### src/rtl/muldiv_unit_if.sv
// ============================================================================
//  muldiv_unit_if
//  Request/response bundle between the core and the RV32M multiply/divide
//  unit: start/funct3/operands in, busy/done/result/err out.
//  Revision: 1.0 - initial release
// ============================================================================
`default_nettype none

interface muldiv_unit_if #(
    parameter int XLEN = 32
);
    logic            start;
    logic [2:0]      funct3;
    logic [XLEN-1:0] rs1_data;
    logic [XLEN-1:0] rs2_data;
    logic            busy;
    logic            done;
    logic [XLEN-1:0] result;
    logic            err;

    // Core side: issues requests and consumes results
    modport master (
        output start, funct3, rs1_data, rs2_data,
        input  busy, done, result, err
    );

    // Unit side: accepts requests and produces results
    modport slave (
        input  start, funct3, rs1_data, rs2_data,
        output busy, done, result, err
    );
endinterface

`default_nettype wire

### src/rtl/muldiv_unit.sv
// ============================================================================
//  muldiv_unit
//  Iterative RV32M multiply/divide unit. Radix-2 shift-add multiplier and
//  restoring divider sharing one 64-bit working register, 32 iterations,
//  followed by one sign-fixup cycle.
//  Build option: MULDIV_DIV_EN enables the divide datapath; without it any
//  funct3[2]=1 op completes immediately with result=0, err=1.
//  Revision: 1.0 - initial release
// ============================================================================
`default_nettype none

module muldiv_unit #(
    parameter int XLEN = 32
) (
    input  wire logic      clk,
    input  wire logic      rst,
    muldiv_unit_if.slave   bus
);

    localparam int              DW   = 2 * XLEN;
    localparam logic [XLEN-1:0] SMIN = {1'b1, {(XLEN-1){1'b0}}};

    typedef enum logic [1:0] {
        S_IDLE = 2'd0,
        S_BUSY = 2'd1,
        S_FIX  = 2'd2,
        S_DONE = 2'd3
    } state_t;

    state_t          state_q;
    logic [2:0]      op_q;
    logic            neg_res_q;
    logic [5:0]      cnt_q;
    logic [DW-1:0]   acc_q;
    logic [XLEN-1:0] opnd_q;
    logic            busy_q;
    logic            done_q;
    logic            err_q;
    logic [XLEN-1:0] result_q;

    logic            a_signed_d;
    logic            b_signed_d;
    logic            neg_a_d;
    logic            neg_b_d;
    logic [XLEN-1:0] abs_a_d;
    logic [XLEN-1:0] abs_b_d;
    logic            fast_d;
    logic [XLEN-1:0] fast_res_d;
    logic            fast_err_d;

    logic [XLEN:0]   mul_sum_d;
    logic [DW-1:0]   mul_step_d;
    logic [DW-1:0]   step_d;
    logic [DW-1:0]   prod_d;
    logic [XLEN-1:0] mul_res_d;
    logic [XLEN-1:0] fix_res_d;

`ifdef MULDIV_DIV_EN
    logic            neg_rem_q;
    logic            dbz_d;
    logic            ovf_d;
    logic [XLEN:0]   div_shift_d;
    logic [XLEN:0]   div_diff_d;
    logic            div_qbit_d;
    logic [XLEN-1:0] div_rem_d;
    logic [DW-1:0]   div_step_d;
    logic [XLEN-1:0] quo_d;
    logic [XLEN-1:0] rem_d;
`endif

    // Decode the incoming request: operand signs, magnitudes and fast-path ops
    always_comb begin
        a_signed_d = (bus.funct3 == 3'b001) || (bus.funct3 == 3'b010) ||
                     (bus.funct3 == 3'b100) || (bus.funct3 == 3'b110);
        b_signed_d = (bus.funct3 == 3'b001) || (bus.funct3 == 3'b100) ||
                     (bus.funct3 == 3'b110);
        neg_a_d    = a_signed_d && bus.rs1_data[XLEN-1];
        neg_b_d    = b_signed_d && bus.rs2_data[XLEN-1];
        abs_a_d    = neg_a_d ? -bus.rs1_data : bus.rs1_data;
        abs_b_d    = neg_b_d ? -bus.rs2_data : bus.rs2_data;
`ifdef MULDIV_DIV_EN
        dbz_d      = bus.funct3[2] && (bus.rs2_data == '0);
        // Only signed DIV/REM (funct3[0]=0) can overflow
        ovf_d      = bus.funct3[2] && !bus.funct3[0] &&
                     (bus.rs1_data == SMIN) && (bus.rs2_data == '1);
        fast_d     = dbz_d || ovf_d;
        fast_err_d = 1'b0;
        if (dbz_d) begin
            fast_res_d = bus.funct3[1] ? bus.rs1_data : '1;
        end else begin
            fast_res_d = bus.funct3[1] ? '0 : SMIN;
        end
`else
        fast_d     = bus.funct3[2];
        fast_res_d = '0;
        fast_err_d = 1'b1;
`endif
    end

    // One iteration of the multiplier (and divider, when present)
    always_comb begin
        mul_sum_d  = {1'b0, acc_q[DW-1:XLEN]} + (acc_q[0] ? {1'b0, opnd_q} : '0);
        mul_step_d = {mul_sum_d, acc_q[XLEN-1:1]};
`ifdef MULDIV_DIV_EN
        // High half holds the partial remainder, low half shifts dividend out / quotient in
        div_shift_d = {acc_q[DW-1:XLEN], acc_q[XLEN-1]};
        div_diff_d  = div_shift_d - {1'b0, opnd_q};
        div_qbit_d  = !div_diff_d[XLEN];
        div_rem_d   = div_qbit_d ? div_diff_d[XLEN-1:0] : div_shift_d[XLEN-1:0];
        div_step_d  = {div_rem_d, acc_q[XLEN-2:0], div_qbit_d};
        step_d      = op_q[2] ? div_step_d : mul_step_d;
`else
        step_d      = mul_step_d;
`endif
    end

    // Sign fixup and result selection
    always_comb begin
        prod_d    = neg_res_q ? -acc_q : acc_q;
        mul_res_d = (op_q == 3'b000) ? prod_d[XLEN-1:0] : prod_d[DW-1:XLEN];
`ifdef MULDIV_DIV_EN
        quo_d     = neg_res_q ? -acc_q[XLEN-1:0] : acc_q[XLEN-1:0];
        rem_d     = neg_rem_q ? -acc_q[DW-1:XLEN] : acc_q[DW-1:XLEN];
        fix_res_d = op_q[2] ? (op_q[1] ? rem_d : quo_d) : mul_res_d;
`else
        fix_res_d = mul_res_d;
`endif
    end

    // Control FSM with registered busy/done/result/err
    always_ff @(posedge clk or posedge rst) begin
        if (rst) begin
            state_q   <= S_IDLE;
            op_q      <= '0;
            neg_res_q <= 1'b0;
`ifdef MULDIV_DIV_EN
            neg_rem_q <= 1'b0;
`endif
            cnt_q     <= '0;
            acc_q     <= '0;
            opnd_q    <= '0;
            busy_q    <= 1'b0;
            done_q    <= 1'b0;
            err_q     <= 1'b0;
            result_q  <= '0;
        end else begin
            case (state_q)
                S_IDLE, S_DONE: begin
                    if (bus.start) begin
                        op_q      <= bus.funct3;
                        neg_res_q <= neg_a_d ^ neg_b_d;
`ifdef MULDIV_DIV_EN
                        neg_rem_q <= neg_a_d;
`endif
                        cnt_q     <= '0;
                        // Divide shifts |A| through the register against |B|;
                        // multiply shifts |B| out while adding |A|
                        acc_q     <= {{XLEN{1'b0}}, (bus.funct3[2] ? abs_a_d : abs_b_d)};
                        opnd_q    <= bus.funct3[2] ? abs_b_d : abs_a_d;
                        if (fast_d) begin
                            state_q  <= S_DONE;
                            busy_q   <= 1'b0;
                            done_q   <= 1'b1;
                            result_q <= fast_res_d;
                            err_q    <= fast_err_d;
                        end else begin
                            state_q  <= S_BUSY;
                            busy_q   <= 1'b1;
                            done_q   <= 1'b0;
                        end
                    end else begin
                        state_q <= S_IDLE;
                        busy_q  <= 1'b0;
                        done_q  <= 1'b0;
                    end
                end
                S_BUSY: begin
                    acc_q <= step_d;
                    cnt_q <= cnt_q + 6'd1;
                    if (cnt_q == 6'd31) begin
                        state_q <= S_FIX;
                    end
                end
                S_FIX: begin
                    state_q  <= S_DONE;
                    busy_q   <= 1'b0;
                    done_q   <= 1'b1;
                    result_q <= fix_res_d;
                    err_q    <= 1'b0;
                end
                default: begin
                    state_q <= S_IDLE;
                    busy_q  <= 1'b0;
                    done_q  <= 1'b0;
                end
            endcase
        end
    end

    assign bus.busy   = busy_q;
    assign bus.done   = done_q;
    assign bus.result = result_q;
    assign bus.err    = err_q;

endmodule

`default_nettype wire
### src/flat_wrapper.sv
// flat-port wrapper written by rule: the top's interface ports become plain ports
module muldiv_unit_flat 
#(
    parameter int XLEN = 32
)
  (clk, rst, bus_start, bus_funct3, bus_rs1_data, bus_rs2_data, bus_busy, bus_done, bus_result, bus_err);
  muldiv_unit_if #(.XLEN(XLEN)) bus_i ();
  input  wire logic clk;
  input  wire logic rst;
  input wire logic [$bits(bus_i.start)-1:0] bus_start;
  input wire logic [$bits(bus_i.funct3)-1:0] bus_funct3;
  input wire logic [$bits(bus_i.rs1_data)-1:0] bus_rs1_data;
  input wire logic [$bits(bus_i.rs2_data)-1:0] bus_rs2_data;
  output wire logic [$bits(bus_i.busy)-1:0] bus_busy;
  output wire logic [$bits(bus_i.done)-1:0] bus_done;
  output wire logic [$bits(bus_i.result)-1:0] bus_result;
  output wire logic [$bits(bus_i.err)-1:0] bus_err;
  assign bus_i.start = bus_start;
  assign bus_i.funct3 = bus_funct3;
  assign bus_i.rs1_data = bus_rs1_data;
  assign bus_i.rs2_data = bus_rs2_data;
  assign bus_busy = bus_i.busy;
  assign bus_done = bus_i.done;
  assign bus_result = bus_i.result;
  assign bus_err = bus_i.err;
  muldiv_unit #(.XLEN(XLEN)) u_core (.clk(clk), .rst(rst), .bus(bus_i));
endmodule
### config.mk
export PLATFORM = sky130hd
export DESIGN_NAME = muldiv_unit_flat
export DESIGN_NICKNAME = d
export VERILOG_FILES = /design/src/rtl/muldiv_unit_if.sv /design/src/rtl/muldiv_unit.sv /design/src/flat_wrapper.sv
export SDC_FILE = /design/constraint.sdc
export NUM_CORES = 1
export LEC_CHECK = 0
export BUFFER_PORTS_ARGS = -buffer_cell sky130_fd_sc_hd__buf_2
export CAP_MARGIN = 20
export CORE_ASPECT_RATIO = 0.7
export CORE_MARGIN = 4
export CORE_UTILIZATION = 30
export CTS_BUF_LIST = sky130_fd_sc_hd__clkbuf_4 sky130_fd_sc_hd__clkbuf_8
export CTS_CLUSTER_SIZE = 20
export DETAILED_ROUTE_END_ITERATION = 10
export GPL_ROUTABILITY_DRIVEN = 0
export HOLD_SLACK_MARGIN = 0.05
export PLACE_DENSITY = 0.56
export SLEW_MARGIN = 20
export SYNTH_ARGS = -nofsm -noshare
export SYNTH_HDL_FRONTEND = slang
export SYNTH_SLANG_ARGS = --single-unit
### constraint.sdc
create_clock -name clk -period 3.93 [get_ports clk]
set_input_delay 0.393 -clock clk [delete_from_list [all_inputs] [get_ports clk]]
set_output_delay 0.393 -clock clk [all_outputs]
set_load 0.02 [all_outputs]
# Word level (Yosys, flattened, before mapping)
# Cells that the tools add are included.
dict set report op_classes {
  addsub 5
  n_eq_ne 11
  muxes 27
  bitwise_logic 1
  n_reduce_logical 15
}
# op n
set op_table {}
lappend op_table {{2-to-1 mux 32 bit} 8}
lappend op_table {{2-to-1 mux 64 bit} 2}
lappend op_table {{case mux 64 bit (2 select lines)} 1}
lappend op_table {{negator 32 bit} 2}
lappend op_table {{negator 64 bit} 1}
lappend op_table {{case mux 32 bit (2 select lines)} 1}
lappend op_table {{adder 32 x 33 -> 33 bit} 1}
lappend op_table {{case mux 6 bit (2 select lines)} 1}
lappend op_table {{adder 6 x 1 -> 6 bit, second input constant} 1}
lappend op_table {{== test 3 bit, second input constant} 2}
lappend op_table {{== test 6 x 5 -> 1 bit, second input constant} 1}
lappend op_table {{2-to-1 mux 1 bit} 6}
lappend op_table {{2-to-1 mux 2 bit} 3}
lappend op_table {{2-to-1 mux 6 bit} 1}
lappend op_table {{case mux 1 bit (2 select lines)} 3}
lappend op_table {{case mux 2 bit (3 select lines)} 1}
lappend op_table {{logical OR 1 bit} 5}
lappend op_table {{== test 2 bit, second input constant} 2}
lappend op_table {{inequality test 2 bit, second input constant} 2}
lappend op_table {{AND reduction 2 bit} 2}
lappend op_table {{nonzero test 2 bit} 2}
lappend op_table {{== test 3 x 1 -> 1 bit, second input constant} 1}
lappend op_table {{== test 3 x 2 -> 1 bit, second input constant} 1}
lappend op_table {{zero test 3 bit} 1}
lappend op_table {{other kinds (7)} 8}
dict set report word_totals {
  ff_bits 143
  input_bits 70
  out_inout_bits 35
  word_cells 69
}

# Longest topological paths before layout
# Gate-level depths: netlist of run 1.
dict set report logic_depth {
  word_depth 9
  mapped_depth 13
  ltp_nobuf 12
}

# Worst setup path after synthesis of run 1
# No wires, ideal clock.
dict set report synth_timing {
  kind {reg2reg}
  start {register u_core.acc_q[0]}
  end {register u_core.acc_q[60]}
  setup_time_ps 128
  arrival_time_ps 2970
  required_time_ps 3802
  path_slack_ps 832
  stages_incl_launch_ff 13
  path_buffers 2
  period_less_slack_ps 3098
  cell_sequence {dfrtp_1 clkbuf_1 clkbuf_1 and2_1 ha_1 and2_1 a221o_1 a221o_1 a2bb2oi_1 a211o_1 a41oi_1 xor2_1 o21ai_0}
}
dict set report synth_via {
  elab_chain_cells 3
}
# element line
set synth_lines {}
lappend synth_lines {{start: declaration} muldiv_unit.sv:34} ;# logic [DW-1:0] acc_q;
lappend synth_lines {{start signal: assignment} muldiv_unit.sv:158} ;# acc_q <= {{XLEN{1'b0}}, (bus.funct3[2] ? abs_a_d : abs_b_d)};
lappend synth_lines {{start signal: assignment} muldiv_unit.sv:178} ;# acc_q <= step_d;
lappend synth_lines {{2-to-1 mux 32 bit} muldiv_unit.sv:102} ;# mul_sum_d = {1'b0, acc_q[DW-1:XLEN]} + (acc_q[0] ? {1'b0, opnd_q} : '0);
lappend synth_lines {{adder 32 x 33 -> 33 bit} muldiv_unit.sv:102}
lappend synth_lines {{case mux 64 bit (2 select lines)} muldiv_unit.sv:147} ;# case (state_q)
# No other way between the ends.
# A chain may end at the register's enable or synchronous reset.

# Final worst setup path of run 1
dict set report layout_timing {
  start {register u_core.acc_q[0]}
  end {register u_core.acc_q[59]}
}
# Same word-level chain as after synthesis.

==> results of run 1 <==
## layer usage
| layer | wire, µm | vias to the layer above | GRT usage |
|---|---|---|---|
| li1 | - | 4928 | - |
| met1 | 19400 | 4935 | 0.303 |
| met2 | 13300 | 428 | 0.229 |
| met3 | 2940 | 25 | 0.0390 |
| met4 | 354 | 0 | 0.0267 |
| met5 | 0 | - | 0 |
## timing repair
item | CTS | global route
hold endpoints to repair | 19 | 0
setup endpoints to repair | 0 | 0
hold buffers | 1 | 0
gates resized for setup | 0 | 0
## through the flow
stage | std cells | total power [mW]
2_1_floorplan | 1313 | 6.62
3_3_place_gp | 1839 | 8.56
3_5_place_dp | 1840 | 8.59
4_1_cts | 1872 | 9.90
5_1_grt | 1873 | 10.7
6_report | 1873 | 9.98
## sequential cells by signal, summed over array words and instances, names as in the netlist, 2 cells and up
register,cells
u_core.bus.result,32
u_core.op_q,3
u_core.opnd_q,32
u_core.state_q,2
u_core.cnt_q,6
u_core.acc_q,64
## Yosys cell counts, drive strengths merged, types with 14 or more instances
master | number | area, µm²
nand2 | 166 | 623
dfrtp | 143 | 3580
o21ai | 131 | 656
nor2 | 101 | 379
a21oi | 93 | 465
xor2 | 88 | 771
clkbuf | 63 | 236
xnor2 | 60 | 526
and2 | 39 | 244
ha | 39 | 488
o221ai | 38 | 333
o31ai | 34 | 279
a21o | 28 | 210
inv | 27 | 101
nor3 | 22 | 131
and3 | 19 | 119
o22ai | 18 | 113
nand3 | 17 | 90.1
or3 | 16 | 100
a211oi | 14 | 105
or4 | 14 | 113
## path summary, 6_finish.rpt
| check | slack, ns | end | cells after the start | start |
|---|---|---|---|---|
| setup / recovery | 0.53 | u_core.acc_q[59]$_DFFE_PP0P_ | 12 | u_core.acc_q[0]$_DFFE_PP0P_ |
| hold / removal | 0.18 | u_core.op_q[1]$_DFFE_PP0P_ | 2 | bus_funct3[1] |
| setup reg to reg | 0.53 | u_core.acc_q[59]$_DFFE_PP0P_ | 12 | u_core.acc_q[0]$_DFFE_PP0P_ |
| hold reg to reg | 0.47 | u_core.bus.result[12]$_DFFE_PP0P_ | 2 | u_core.bus.result[12]$_DFFE_PP0P_ |
| max in group asynchronous | 2.68 | u_core.neg_res_q$_DFFE_PP0P_ | 4 | rst |
| min in group asynchronous | 0.54 | u_core.acc_q[0]$_DFFE_PP0P_ | 3 | rst |
## report_power, final
group | total, mW | leakage (nW) | internal, mW | switching, mW
Sequential | 2.95 | 1.84 | 2.11 | 0.839
Combinational | 5.74 | 3.47 | 2.11 | 3.63
Clock | 1.29 | 0.209 | 0.663 | 0.626
## cell families after synthesis
| group | after synthesis | synth area share |
|---|---|---|
| multiplexers | 8 | 0.00777 |
| buffers and inverters | 104 | 0.0379 |
| AND/OR/NAND/NOR | 442 | 0.199 |
| flip-flops | 143 | 0.332 |
| AO/OA/AOI/OAI | 428 | 0.257 |
| XOR/XNOR | 148 | 0.120 |
| adder cells (fa/ha/maj) | 40 | 0.0471 |
## critical path: stages (launching register included)
cell,delay [ns]
dfrtp_1,0.59
and2_1,0.19
ha_1,0.19
inv_1,0.06
fa_1,0.42
nand3b_1,0.20
a21boi_0,0.32
o2111ai_1,0.22
a31oi_1,0.25
o211ai_1,0.14
a21oi_1,0.29
o21ai_0,0.14
a32o_1,0.27
## area by class of cell
type,count,area share
flip-flops and latches,143,0.291
inverters,28,0.00886
clock inverters,12,0.0129
well taps,472,0.0480
multi-input cells,1066,0.555
clock buffers,19,0.0213
diodes,1,0.000204
repair buffers,132,0.0627
==> out/results.ini, run 1 <==
[worst_setup_path]
crit_fanout = 15
end_kind = register
path_class = register to register
critPathRequiredTime_ns = 4.29
cp.arrival_ns = 3.75
cp-start-kind = register

[detailed_routing]
via_per_inst = 5.51
postRouteAntennaNets = 0
drt_iter0_markers = 983
vias = 10316
first_pass_iters = 7
drc = 0
wirelength_um = 36000
detail_route.wl_per_cell_um = 19.2

[finish]
final_layout_size_suffix_gt1_frac = 0.135
final_common_cell = nand2_1
regArea_mm2 = 0.00358
layout_common_cells = 165 x nand2_1, 142 x dfrtp_1, 128 x o21ai_0, 104 x buf_2, 101 x nor2_1
syn_to_final_growth_pct = 13.9
multi_input_area_mm2 = 0.00682
fillers = 3661
final_core_util = 0.350
fin_nets = 1498
design_area_mm2 = 0.0123

[global_route]
grt_pass1_vias = 9452
grt_overflow = 0
grt_max_degree = 91
antenna_found_initial = 1
grt_use_total = 0.179
grt_pass1_wl_um = 56100

[clocking]
cts_tree = built
clock-root-buffer = clkbuf_8
cts_buffer_depth = 2
numClockSinks = 143
cts_setup_buffers = 0
cts_buffers = 17
clock_latency_ns = 0.47
clk_pin_slew_worst_paths_ns = 0.09
htreeDepth = 4

[timing]
tns_ns = 0
drv_slew = 0
period_minus_slack_ns = 3.40
hold_viol = 0
holdWs_ns = 0.182
max_slew.worst_pin.slew_ns = 0.861
maxSlewHeadroom = 0.425
finalClockSkew_ns = 0.0167
setup_viol = 0
rsz0062_at_grt = no
final.period_utilization = 0.864
setup_slack_ns = 0.533
timing.fmax_mhz = 294

[floorplan]
die_x_um = 235
coreArea_mm2 = 0.0351
pin_count = 105
die_h_um = 167
initial_core_util = 0.308
die_area_mm2 = 0.0391
row_count = 57

[synthesis]
ys_types = 68
synth_edf_count = 0
synth_area_mm2 = 0.0108
ys_seq_area_frac = 0.332
synthFlopType = dfrtp_1
synthCells = 1313
ys_ff_latch = 143
ys_warn_count = 0
syn_avg_cell_area_um2 = 8.22
async_flop_share = 1.00
synth.net_count = 1423

[power]
vdd_drop_max_uv = 411
p_leak_nw = 5.51
p_per_area_mw_per_mm2 = 812

[placement]
pre_cts_slack_ns = 0.612
io_buffers = 104
hpwl_um = 28400
dpl_cell_area_mm2 = 0.0119

[min_path]
worstHoldPathType = input pin to register

[status]
outcome = completed

[flow_run]
maxCapViolCount = 0

No activity file was read; power rests on OpenSTA's default activity.
==> inputs of run 2 (changes only) <==
BUFFER_PORTS_ARGS = -buffer_cell sky130_fd_sc_hd__buf_4   (was -buffer_cell sky130_fd_sc_hd__buf_2)
PLACE_DENSITY = 0.54   (was 0.56)
clock period = 3.6 ns   (was 3.93 ns; I/O delays follow)
==> out/results.ini, run 2 (synthesis results as in run 1) <==
[global_route]
met3_usage = 0.0488  ; +0.00975
use_met1 = 0.304  ; +0.00105
grt_max_degree = 98  ; +7.7%
grt_use_total = 0.185  ; +0.00562
antenna_found_initial = 1  ; unchanged
grt_pass1_wl_um = 56900  ; +1.4%
grt_use_met2 = 0.235  ; +0.00644
grt_overflow = 0  ; unchanged
busiest_layer = met1
grt_pass1_vias = 9480  ; +0.30%

[min_path]
whs_path_depth = 2  ; unchanged
hp-start = bus_funct3[1]
worstHoldPathType = input pin to register
holdPathEnd = u_core.op_q[1]$_DFFE_PP0P_

[power]
power.switching_mw = 5.60  ; +9.8%
p_sw_frac = 0.507  ; -0.00303
internal_power_mw = 5.43  ; +11%
p_per_area_mw_per_mm2 = 879  ; +8.3%
vdd_drop_max_uv = 374  ; -8.9%
comb_power_share = 0.580  ; +0.005
seq_power_share = 0.291  ; -0.005
p_clk_frac = 0.128  ; about the same
p_leak_nw = 5.58  ; +1.1%

[timing]
setup_viol = 0  ; unchanged
final.period_utilization = 0.984  ; +0.119
drv_slew = 0  ; unchanged
tns_ns = 0  ; unchanged
holdWs_ns = 0.113  ; -0.0687 ns
period_minus_slack_ns = 3.54  ; +0.144 ns
setup_slack_ns = 0.0588  ; -0.474 ns
timing.fmax_mhz = 282  ; -4.1%
max_slew.worst_pin.slew_ns = 1.03  ; +0.170 ns
rsz0062_at_grt = no
maxSlewHeadroom = 0.310  ; -0.114
hold_viol = 0  ; unchanged
finalClockSkew_ns = 0.0111  ; -0.00559 ns

[detailed_routing]
detail_route.wl_per_cell_um = 19.5  ; +1.7%
postRouteAntennaNets = 0  ; unchanged
vias = 10127  ; -1.8%
drt_iter0_markers = 1051  ; +6.9%
drc = 0  ; unchanged
first_pass_iters = 5  ; -2
via_per_inst = 5.40  ; -1.9%
wirelength_um = 36600  ; +1.8%

[clocking]
cts_setup_buffers = 0  ; unchanged
cts_buffer_depth = 2  ; unchanged
numClockSinks = 143  ; unchanged
cts_tree = built
cts_buffers = 17  ; unchanged
clock-root-buffer = clkbuf_8
clk_pin_slew_worst_paths_ns = 0.09  ; about the same
clock_latency_ns = 0.49  ; +0.02 ns
htreeDepth = 4  ; unchanged

[worst_setup_path]
reg2reg_to = u_core.bus.result[12]$_DFFE_PP0P_
critPathRequiredTime_ns = 3.96  ; -0.33 ns
worstRegToRegCells = 8  ; -4
r2r-start = u_core.acc_q[20]$_DFFE_PP0P_
rrSetupSlack_ns = 0.06  ; -0.47 ns
path_class = register to register
cp.arrival_ns = 3.90  ; +0.15 ns
cp-start-kind = register
crit_fanout = 7  ; -8
end_kind = register

[placement]
placedCellCount = 1841  ; +0.054%
dpl_cell_area_mm2 = 0.0121  ; +2.0%
hpwl_um = 28500  ; +0.57%
pre_cts_slack_ns = 0.224  ; -0.388 ns
io_buffers = 104  ; unchanged

[flow_run]
maxCapViolCount = 0  ; unchanged

[finish]
final_layout_size_suffix_gt1_frac = 0.137  ; +0.00195
fin_nets = 1499  ; +0.067%
largest_register_ffs = 64  ; unchanged
top_register = u_core.acc_q
final_cells = 1875  ; +0.11%
syn_to_final_growth_pct = 16.2
layout_common_cells = 165 x nand2_1, 142 x dfrtp_1, 131 x buf_4, 128 x o21ai_0, 101 x nor2_1
design_area_mm2 = 0.0125  ; +2.0%
final_common_cell = nand2_1

[floorplan]
pin_count = 105  ; unchanged
die_area_mm2 = 0.0391  ; unchanged
die_h_um = 167  ; unchanged
row_count = 57  ; unchanged
die_x_um = 235  ; unchanged
coreArea_mm2 = 0.0351  ; unchanged
initial_core_util = 0.308  ; unchanged

[status]
outcome = completed

-- run 2: cell types whose count changed in the layout (fill, tap and decap cells not counted), sizes merged --
cell      previous run  this run
buf                131       132
clkinv               6         5
clkinvlp             3         5
-- run 2: layout make-up --
cell class,instances,area [µm²]
Sequential cell,143,3580
Antenna cell,1,2.50
Clock inverter,13,161
Tap cell,472,591
Timing Repair Buffer,133,1010
Clock buffer,19,262
Inverter,28,109
Fill cell,3675,22500
Multi-Input combinational cell,1066,6830
-- run 2: metal layers --
metal,vias up,wire length (µm)
met5,-,0
met4,0,400
met3,23,3350
met2,362,13500
met1,4822,19300
li1,4920,-
-- run 2: per-stage QoR --
| stage | power (mW) | util |
|---|---|---|
| after global routing | 11.9 | 0.357 |
| after CTS | 10.9 | 0.357 |
| after floorplan | 7.22 | - |
| after global placement | 9.47 | 0.345 |
| final | 11.0 | 0.357 |
| after detailed placement | 9.50 | 0.345 |
-- run 2: worst max-delay path, cell delays in order (launching register included) --
cell     delay, ns
dfrtp_1       0.47
or4_1         0.57
nor2_1        0.18
and3_1        0.52
nand3_1       0.47
o41ai_1       0.62
xnor2_1       0.11
o21ai_0       0.36
nand2_1       0.10
-- run 2: power by group through the flow --
stage	Combinational, mW	Sequential (mW)	Clock [mW]
floorplan	4.24	2.98	0
CTS	6.31	3.18	1.44
global route	7.04	3.31	1.50
global placement	6.27	3.20	0
finish	6.40	3.21	1.41
detailed placement	6.28	3.22	0
-- run 2: worst max path at each step --
stage | startpoint | to | slack [ns] | cells after the start
detailed placement | u_core.acc_q[25]$_DFFE_PP0P_ | u_core.bus.result[12]$_DFFE_PP0P_ | 0.22 | 7
global route | u_core.acc_q[20]$_DFFE_PP0P_ | u_core.bus.result[12]$_DFFE_PP0P_ | 0.006 | 8
floorplan | u_core.acc_q[0]$_DFFE_PP0P_ | u_core.acc_q[60]$_DFFE_PP0P_ | 0.50 | 12
global placement | u_core.acc_q[25]$_DFFE_PP0P_ | u_core.bus.result[12]$_DFFE_PP0P_ | 0.16 | 7
CTS | u_core.acc_q[25]$_DFFE_PP0P_ | u_core.bus.result[12]$_DFFE_PP0P_ | 0.21 | 7
finish | u_core.acc_q[20]$_DFFE_PP0P_ | u_core.bus.result[12]$_DFFE_PP0P_ | 0.06 | 8
-- run 2: timing repair --
item / CTS / global route
hold endpoints to repair: 0 / 1
gates resized for setup: 0 / 1
hold buffers: 0 / 1
setup endpoints to repair: 0 / 1
